===== config.mk =====
export PLATFORM = sky130hd
export DESIGN_NAME = ins_fetch_reg
export DESIGN_NICKNAME = d
export VERILOG_FILES = /design/src/rtl/ins_fetch_reg.sv
export SDC_FILE = /design/constraint.sdc
export NUM_CORES = 1
export LEC_CHECK = 0
export ABC_AREA = 1
export CAP_MARGIN = 20
export CORE_MARGIN = 3
export CORE_UTILIZATION = 35
export DETAILED_ROUTE_END_ITERATION = 12
export HOLD_SLACK_MARGIN = 0.02
export PLACE_DENSITY = 0.68
export SYNTH_ARGS = -nofsm -noshare
export SYNTH_HDL_FRONTEND = slang
export SYNTH_SLANG_ARGS = --single-unit

===== constraint.sdc =====
create_clock -name i_clk -period 1.5 [get_ports i_clk]
set_input_delay 0.3 -clock i_clk [delete_from_list [all_inputs] [get_ports i_clk]]
set_output_delay 0.3 -clock i_clk [all_outputs]
set_load 0.05 [all_outputs]

===== src/rtl/ins_fetch_reg.sv =====
// Instruction register: assembles 1..MAX_BYTES byte instructions from a valid/ready fetch
// stream and holds the decoded fields until decode acknowledges them.
module ins_fetch_reg #(
   parameter int DATA_W    = 8,
   parameter int OPC_W     = 3,
   parameter int MAX_BYTES = 3,
   parameter logic [2*(2**OPC_W)-1:0] LEN_MAP = 16'h2554,
   localparam int OPR_W = (MAX_BYTES > 1) ? (MAX_BYTES-1)*DATA_W : DATA_W
) (
   input  logic                     i_clk,
   input  logic                     i_rst,
   input  logic [DATA_W-1:0]        i_data,
   input  logic                     i_valid,
   output logic                     o_ready,
   input  logic                     i_flush,
   input  logic                     i_ins_ack,
   output logic                     o_ins_valid,
   output logic [OPC_W-1:0]         o_ins_func,
   output logic [DATA_W-OPC_W-1:0]  o_addr_1,
   output logic [OPR_W-1:0]         o_operand,
   output logic [1:0]               o_ins_len
);

   // state | meaning
   // OPC   | waiting for byte0 (opcode + register address)
   // OPR   | collecting operand bytes, cnt = next operand slot
   // HOLD  | instruction complete, fields held until i_ins_ack
   typedef enum logic [1:0] {S_OPC, S_OPR, S_HOLD} state_t;

   localparam int         NOPR    = (MAX_BYTES > 1) ? MAX_BYTES-1 : 1;
   localparam logic [1:0] MAX_OPR = 2'(MAX_BYTES-1);

   state_t                        state;
   logic [1:0]                    cnt;
   logic [NOPR-1:0][DATA_W-1:0]   opr_q;
   logic                          xfer;
   logic [OPC_W-1:0]              opc_in;
   logic [1:0]                    len_raw;
   logic [1:0]                    need;

   assign o_ready = !i_flush && ((state != S_HOLD) || i_ins_ack);
   assign xfer    = i_valid && o_ready;
   assign opc_in  = i_data[DATA_W-1 -: OPC_W];
   assign len_raw = LEN_MAP[{opc_in, 1'b0} +: 2];
   // Map entries longer than the configured instruction size are clamped.
   assign need    = (len_raw > MAX_OPR) ? MAX_OPR : len_raw;

   always_ff @(posedge i_clk or posedge i_rst) begin
      if (i_rst) begin
         state       <= S_OPC;
         cnt         <= 2'd0;
         opr_q       <= '0;
         o_ins_valid <= 1'b0;
         o_ins_func  <= '0;
         o_addr_1    <= '0;
         o_ins_len   <= 2'd0;
      end else if (i_flush) begin
         state       <= S_OPC;
         cnt         <= 2'd0;
         o_ins_valid <= 1'b0;
      end else begin
         case (state)
            S_OPC, S_HOLD: begin
               // In HOLD a transfer only happens alongside ack, so a new byte0 retires the
               // held instruction in the same cycle.
               if (xfer) begin
                  o_ins_func <= opc_in;
                  o_addr_1   <= i_data[DATA_W-OPC_W-1:0];
                  opr_q      <= '0;
                  cnt        <= 2'd0;
                  o_ins_len  <= need;
                  if (need == 2'd0) begin
                     state       <= S_HOLD;
                     o_ins_valid <= 1'b1;
                  end else begin
                     state       <= S_OPR;
                     o_ins_valid <= 1'b0;
                  end
               end else if ((state == S_HOLD) && i_ins_ack) begin
                  state       <= S_OPC;
                  o_ins_valid <= 1'b0;
               end
            end
            S_OPR: begin
               if (xfer) begin
                  for (int i = 0; i < NOPR; i++) begin
                     if (cnt == 2'(i)) opr_q[i] <= i_data;
                  end
                  cnt <= cnt + 2'd1;
                  if (cnt == o_ins_len - 2'd1) begin
                     state       <= S_HOLD;
                     o_ins_valid <= 1'b1;
                  end
               end
            end
            default: begin
               state       <= S_OPC;
               o_ins_valid <= 1'b0;
            end
         endcase
      end
   end

   generate
      if (MAX_BYTES == 1) begin : g_no_opr
         assign o_operand = '0;
      end else begin : g_opr
         assign o_operand = opr_q;
      end
   endgenerate

endmodule

==> flow_summary.yaml, run 1 <==
synth:
  yosysUniqueCellTypes: 17
  synthSimpleGateAreaFrac_pct: 26.97
  synth_adder_area_share_pct: 1.735
  synth_top_cell_area_share_pct: 52.04
  muxShareOfSynthArea_pct: 0
  ys_warn_count: 0
  synth_area_leaders: "dfrtp_1, nand2_1, o21ai_0"
  ys_ff_latch: 30
  avgSynthCellArea_um2: 8.387
  synth_xor_area_share_pct: 0
  synth_compound_area_share_pct: 12.75
  synthCells: 172
  synth_area_leader_cell: "dfrtp_1"
  synth_area_um2: 1443
  synth_top_family_by_area: "simple AND/OR/NAND/NOR gates"
  synth_seq_area_share_pct: 52.04
  syn_nets: 187
clock_tree:
  clk_pin_slew_ns: 0.07
  cts.sinks: 30
  root_buffer: "clkbuf_8"
  clock_latency_ns: 0.28
  numCtsBuffers: 5
  cts_tree: "built"
  cts_buffer_depth: 2
  htreeDepth: 2
floorplan:
  fp.dieH_um: 70.20
  core-area_um2: 3826
  floorplan.initialDensity_pct: 37.70
  chipWidth_um: 70.20
  die_area_um2: 4928
  ios: 41
  rows: 22
status:
  status: "finished, final reports clean"
routing:
  drt-initial-drc-count: 89
  wirelength_um: 3230
  vias_per_cell: 4.613
  drtPass1Iterations: 4
  final_antenna_net_count: 0
  vias: 1287
  wl_per_cell_um: 11.58
  drc: 0
global_route:
  grt_max_degree: 31
  gr-usage-all-layers_pct: 14.67
  grt_pass1_wl_um: 5637
  antenna_found_initial: 0
  overflow: 0
  grt_pass1_vias: 1264
cells_and_area:
  fillerInstances: 328
  fin_nets: 245
  ff_latch_area_um2: 753.2
  drive_gt1_share_pct: 32.47
  multi_input_area_um2: 605.6
  diodes: 0
  areaGrowthSynthToFinish_pct: 66.18
hold_path:
  hold_path_class: "primary input to asynchronous set/reset pin"
sta:
  tightest_slew_ns: 0.3638
  setup_ws_ns: 0.02570
  relSlewSlack_pct: 75.71
  rsz0062_at_grt: "true"
  fin_crit_ns: 1.474
  period_share_pct: 98.29
  drv_slew: 0
  skew_ns: 0.005660
  setup_violations: 0
  hold_viol: 0
  max_freq_mhz: 678.3
placement:
  numPortBuffers: 40
  place_hpwl_um: 2470
  pre_cts_ws_ns: -0.1900
  gp_congestion: 0.8209
power:
  p_leak_nw: 1.190
  cellPowerDensity_nw_per_um2: 2297
  ir_drop_v: 0.001152
  power_mw: 5.506
setup_path:
  path_class: "flop to output pin"
  max_stage_delay_ns: 0.44
  worst_ep_required_time_ns: 1.20
  reg2reg_depth: 5
  cp-start-kind: "flop"
  r2r-end: "o_operand[14]$_DFFE_PP0P_"
  crit_chain: "inv_2 -> nand3_4 -> nand2_2 -> inv_2 -> buf_12"
  cp_common_cell: "inv_2"
  r2r_setup_slack_ns: 0.14
  crit_fanout: 5
  cp.arrival_ns: 1.17
  critPathCaptureType: "output pin"
  slowest_stage: "dfrtp_2"
  cp.buffers_inverters: 3
  rr_startpoint: "o_ins_valid$_DFFE_PP0P_"
  cp_top_family: "flip-flops"
flow_run:
  drv_cap: 0
-- area by class of cell --
class,instances,share of cell area [%]
repair buffers,53,32.93
multi-input cells,119,25.26
well taps,48,2.505
flip-flops and latches,30,31.42
inverters,21,3.288
clock buffers,8,4.593
-- how the worst max path moves through the flow --
stage                                       start                   endpoint  slack [ns]  cells after the start
after detailed placement                  i_flush  o_operand[14]$_DFFE_PP0P_       -0.19                      6
after global placement                    i_flush   o_operand[4]$_DFFE_PP0P_       -0.16                      6
after global routing         state[0]$_DFFE_PP0P_                    o_ready       -0.04                      5
after floorplan           o_ins_valid$_DFFE_PP0P_   o_ins_len[1]$_DFFE_PP0P_        0.10                      7
final                        state[0]$_DFFE_PP0P_                    o_ready        0.03                      5
after CTS                               i_ins_ack                    o_ready      0.0004                      6
-- where the power goes --
| group | switching (mW) | total (mW) | internal [mW] |
|---|---|---|---|
| clock network | 0.307 | 0.769 | 0.463 |
| logic | 1.73 | 3.21 | 1.49 |
| registers | 0.386 | 1.52 | 1.14 |
| total | 2.42 | 5.51 | 3.09 |
-- metrics by stage --
step	utilization (%)	setup TNS [ns]	std cells	hold slack, ns	instance area [µm²]
after floorplan	-	0	172	0.3907	1446
after global placement	59.45	-3.362	270	0.5371	2275
after detailed placement	59.45	-4.295	270	0.5378	2275
after CTS	62.33	0	278	0.3601	2385
after global routing	62.66	-0.04266	279	0.4067	2397
final	62.66	0	279	0.3520	2397
-- flip-flops by register name, summed over array words and instances, names as in the netlist --
signal and flops:
o_ins_func 3, o_operand 16, o_addr_1 5, o_ins_len 2
o_ins_valid 1, cnt 2, state 1
-- cell usage in the layout (no fill, tap or decap), drive strengths merged --
cell type	count
clkdlybuf4s50	11
nand3	8
dfrtp	30
nand4	3
nand2	60
inv	21
o21ai	30
clkbuf	8
buf	41
nor2	16
dlygate4sd2	1
ha	2
-- cell families after synthesis --
family	Yosys count
and+or+nand+nor	87
adders and majority gates	2
buffers and inverters	23
AOI/OAI and AO/OA	30
DFF	30
-- tightest hold or removal path, cell delays in order --
cell	delay [ns]
clkdlybuf4s50_1	0.40
inv_1	0.09
buf_12	0.20
-- synth_stat cells, drive strengths merged --
cell	count
nand3	8
nor2	16
ha	2
o21ai	30
dfrtp	30
nand2	60
buf	1
inv	21
nand4	3
clkbuf	1
-- metal layers --
metal / global-route usage (%) / part of all wire (%) / wire length (µm)
met5: 0 / 0 / 0
met1: 17.36 / 44 / 1430
met3: 5.468 / 6.1 / 197
met4: 5.745 / 1.5 / 47
met2: 24.03 / 48 / 1555
-- what timing repair did --
item / in CTS / in global routing
resized for setup: 3 / 3
buffers inserted: 0 / 1
setup endpoints to repair: 1 / 9
hold buffers: 0 / 0
pin swaps: 0 / 1
(Power assumes the default switching activity.)
==> inputs of run 2 (changes only) <==
--- a/config.mk
+++ b/config.mk
@@ -7,11 +7,11 @@
 export LEC_CHECK = 0
 export ABC_AREA = 1
 export CAP_MARGIN = 20
-export CORE_MARGIN = 3
 export CORE_UTILIZATION = 35
 export DETAILED_ROUTE_END_ITERATION = 12
 export HOLD_SLACK_MARGIN = 0.02
 export PLACE_DENSITY = 0.68
+export SLEW_MARGIN = 20
 export SYNTH_ARGS = -nofsm -noshare
 export SYNTH_HDL_FRONTEND = slang
 export SYNTH_SLANG_ARGS = --single-unit
==> run 2 against run 1 <==
Net effect:
- clock skew is 0.00088 ns lower
- hold slack worse by 0.076 ns
- register-to-register slack better by 0.07 ns
- largest power group unchanged
==> flow_summary.yaml, run 2 (same netlist as run 1, synthesis figures left out) <==
cells_and_area:
  fillerInstances: 318
  design_area_um2: 2415
  layout.cells.most_common: "nand2_1"
  areaGrowthSynthToFinish_pct: 67.39
  drive_gt1_share_pct: 32.62
  final_cell_mix: "nand2_1, buf_12, dfrtp_1"
  finalNonFillerCells: 281
  fin_nets: 247
  diodes: 0
  final_core_util_pct: 63.57
  largest_register_ffs: 16
placement:
  numPortBuffers: 40
  place_hpwl_um: 2518
  place_inst: 272
  gp_congestion: 0.8063
  pre_cts_ws_ns: -0.1153
  dpl_cell_area_um2: 2290
clock_tree:
  clock_latency_ns: 0.28
  root_buffer: "clkbuf_8"
  cts_tree: "built"
  cts.sinks: 30
  clk_pin_slew_ns: 0.06
  numCtsBuffers: 5
  cts_buffer_depth: 2
  htreeDepth: 2
  cts_hold_buf: 0
sta:
  max_freq_mhz: 686.9
  holdWs_ns: 0.2764
  setup_ws_ns: 0.04414
  fin_crit_ns: 1.456
  relSlewSlack_pct: 75.25
  setup_violations: 0
  rsz0062_at_grt: "false"
  period_share_pct: 97.06
  drv_slew: 0
  skew_ns: 0.004776
  tns_ns: 0
  hold_viol: 0
  tightest_slew_ns: 0.3707
setup_path:
  critPathCaptureType: "output pin"
  cp.arrival_ns: 1.16
  path_class: "primary input to output pin"
  cp-start-kind: "primary input"
  worst_ep_required_time_ns: 1.20
  crit_fanout: 4
floorplan:
  rows: 22
  chipWidth_um: 66.20
  fp.dieH_um: 66.20
  ios: 41
  core-area_um2: 3799
  floorplan.initialDensity_pct: 37.98
  die_area_um2: 4382
routing:
  vias_per_cell: 4.673
  drt-initial-drc-count: 51
  final_antenna_net_count: 0
  wirelength_um: 3169
  drc: 0
  vias: 1313
  wl_per_cell_um: 11.28
  drtPass1Iterations: 4
power:
  ir_drop_v: 0.001432
  power_mw: 5.546
  p_leak_nw: 1.201
  cellPowerDensity_nw_per_um2: 2297
global_route:
  grt_max_degree: 25
  grt_pass1_vias: 1275
  grt_pass1_wl_um: 5526
  gr-usage-all-layers_pct: 17.15
  overflow: 0
  antenna_found_initial: 0
flow_run:
  drv_cap: 0
hold_path:
  hold_path_class: "primary input to asynchronous set/reset pin"
status:
  status: "finished, final reports clean"
-- run 2: changes by cell type in the layout (fill, tap and decap cells not counted), sizes merged --
cell / delta
clkbuf: -3
buf: +2
clkinv: +2
bufinv: +1
clkdlybuf4s50: +1
dlygate4sd2: -1
-- run 2: worst paths after layout --
check	startpoint	end	slack [ns]	cells after the start
min in group i_clk	o_addr_1[0]$_DFFE_PP0P_	o_addr_1[0]$_DFFE_PP0P_	0.55	2
worst max register to register	state[0]$_DFFE_PP0P_	o_ins_func[2]$_DFFE_PP0P_	0.21	7
worst max-delay path	i_ins_ack	o_ready	0.04	6
worst min register to register	o_addr_1[0]$_DFFE_PP0P_	o_addr_1[0]$_DFFE_PP0P_	0.55	2
worst min-delay path	i_rst	o_ins_valid$_DFFE_PP0P_	0.28	2
max in group asynchronous	i_rst	o_addr_1[0]$_DFFE_PP0P_	0.80	3
-- run 2: where the power goes --
group	internal [mW]	switching (mW)	total, mW
combinational	1.51	1.75	3.25
sequential	1.14	0.370	1.51
clock	0.488	0.295	0.783
total	3.13	2.41	5.55
-- run 2: final cells by class --
type                    instances  area, µm²  share of cell area, %
repair buffers                 55      805.8                  33.37
flip-flops and latches         30      753.2                  31.19
multi-input cells             119      608.1                  25.18
inverters                      21      78.83                  3.264
clock buffers                   5      68.82                  2.850
well taps                      48      60.06                  2.487
clock inverters                 3      40.04                  1.658
-- run 2: what timing repair did --
| item | CTS | global route |
|---|---|---|
| setup buffers | 0 | 1 |
| pin swaps | 0 | 1 |
| endpoints found under the setup margin | 1 | 1 |
| resized for setup | 3 | 2 |
-- run 2: worst max-delay path: stages --
cell	delay, ns
clkdlybuf4s50_1	0.40
inv_1	0.09
nand3_4	0.11
nand2_4	0.08
inv_2	0.04
buf_12	0.13
-- run 2: routing by layer --
metal	global-route usage [%]	vias up	share of wire, %
met2	28.83	29	51
met3	5.690	7	4.8
met5	0	-	0
li1	-	669	-
met4	6.915	0	1.5
met1	19.93	608	42
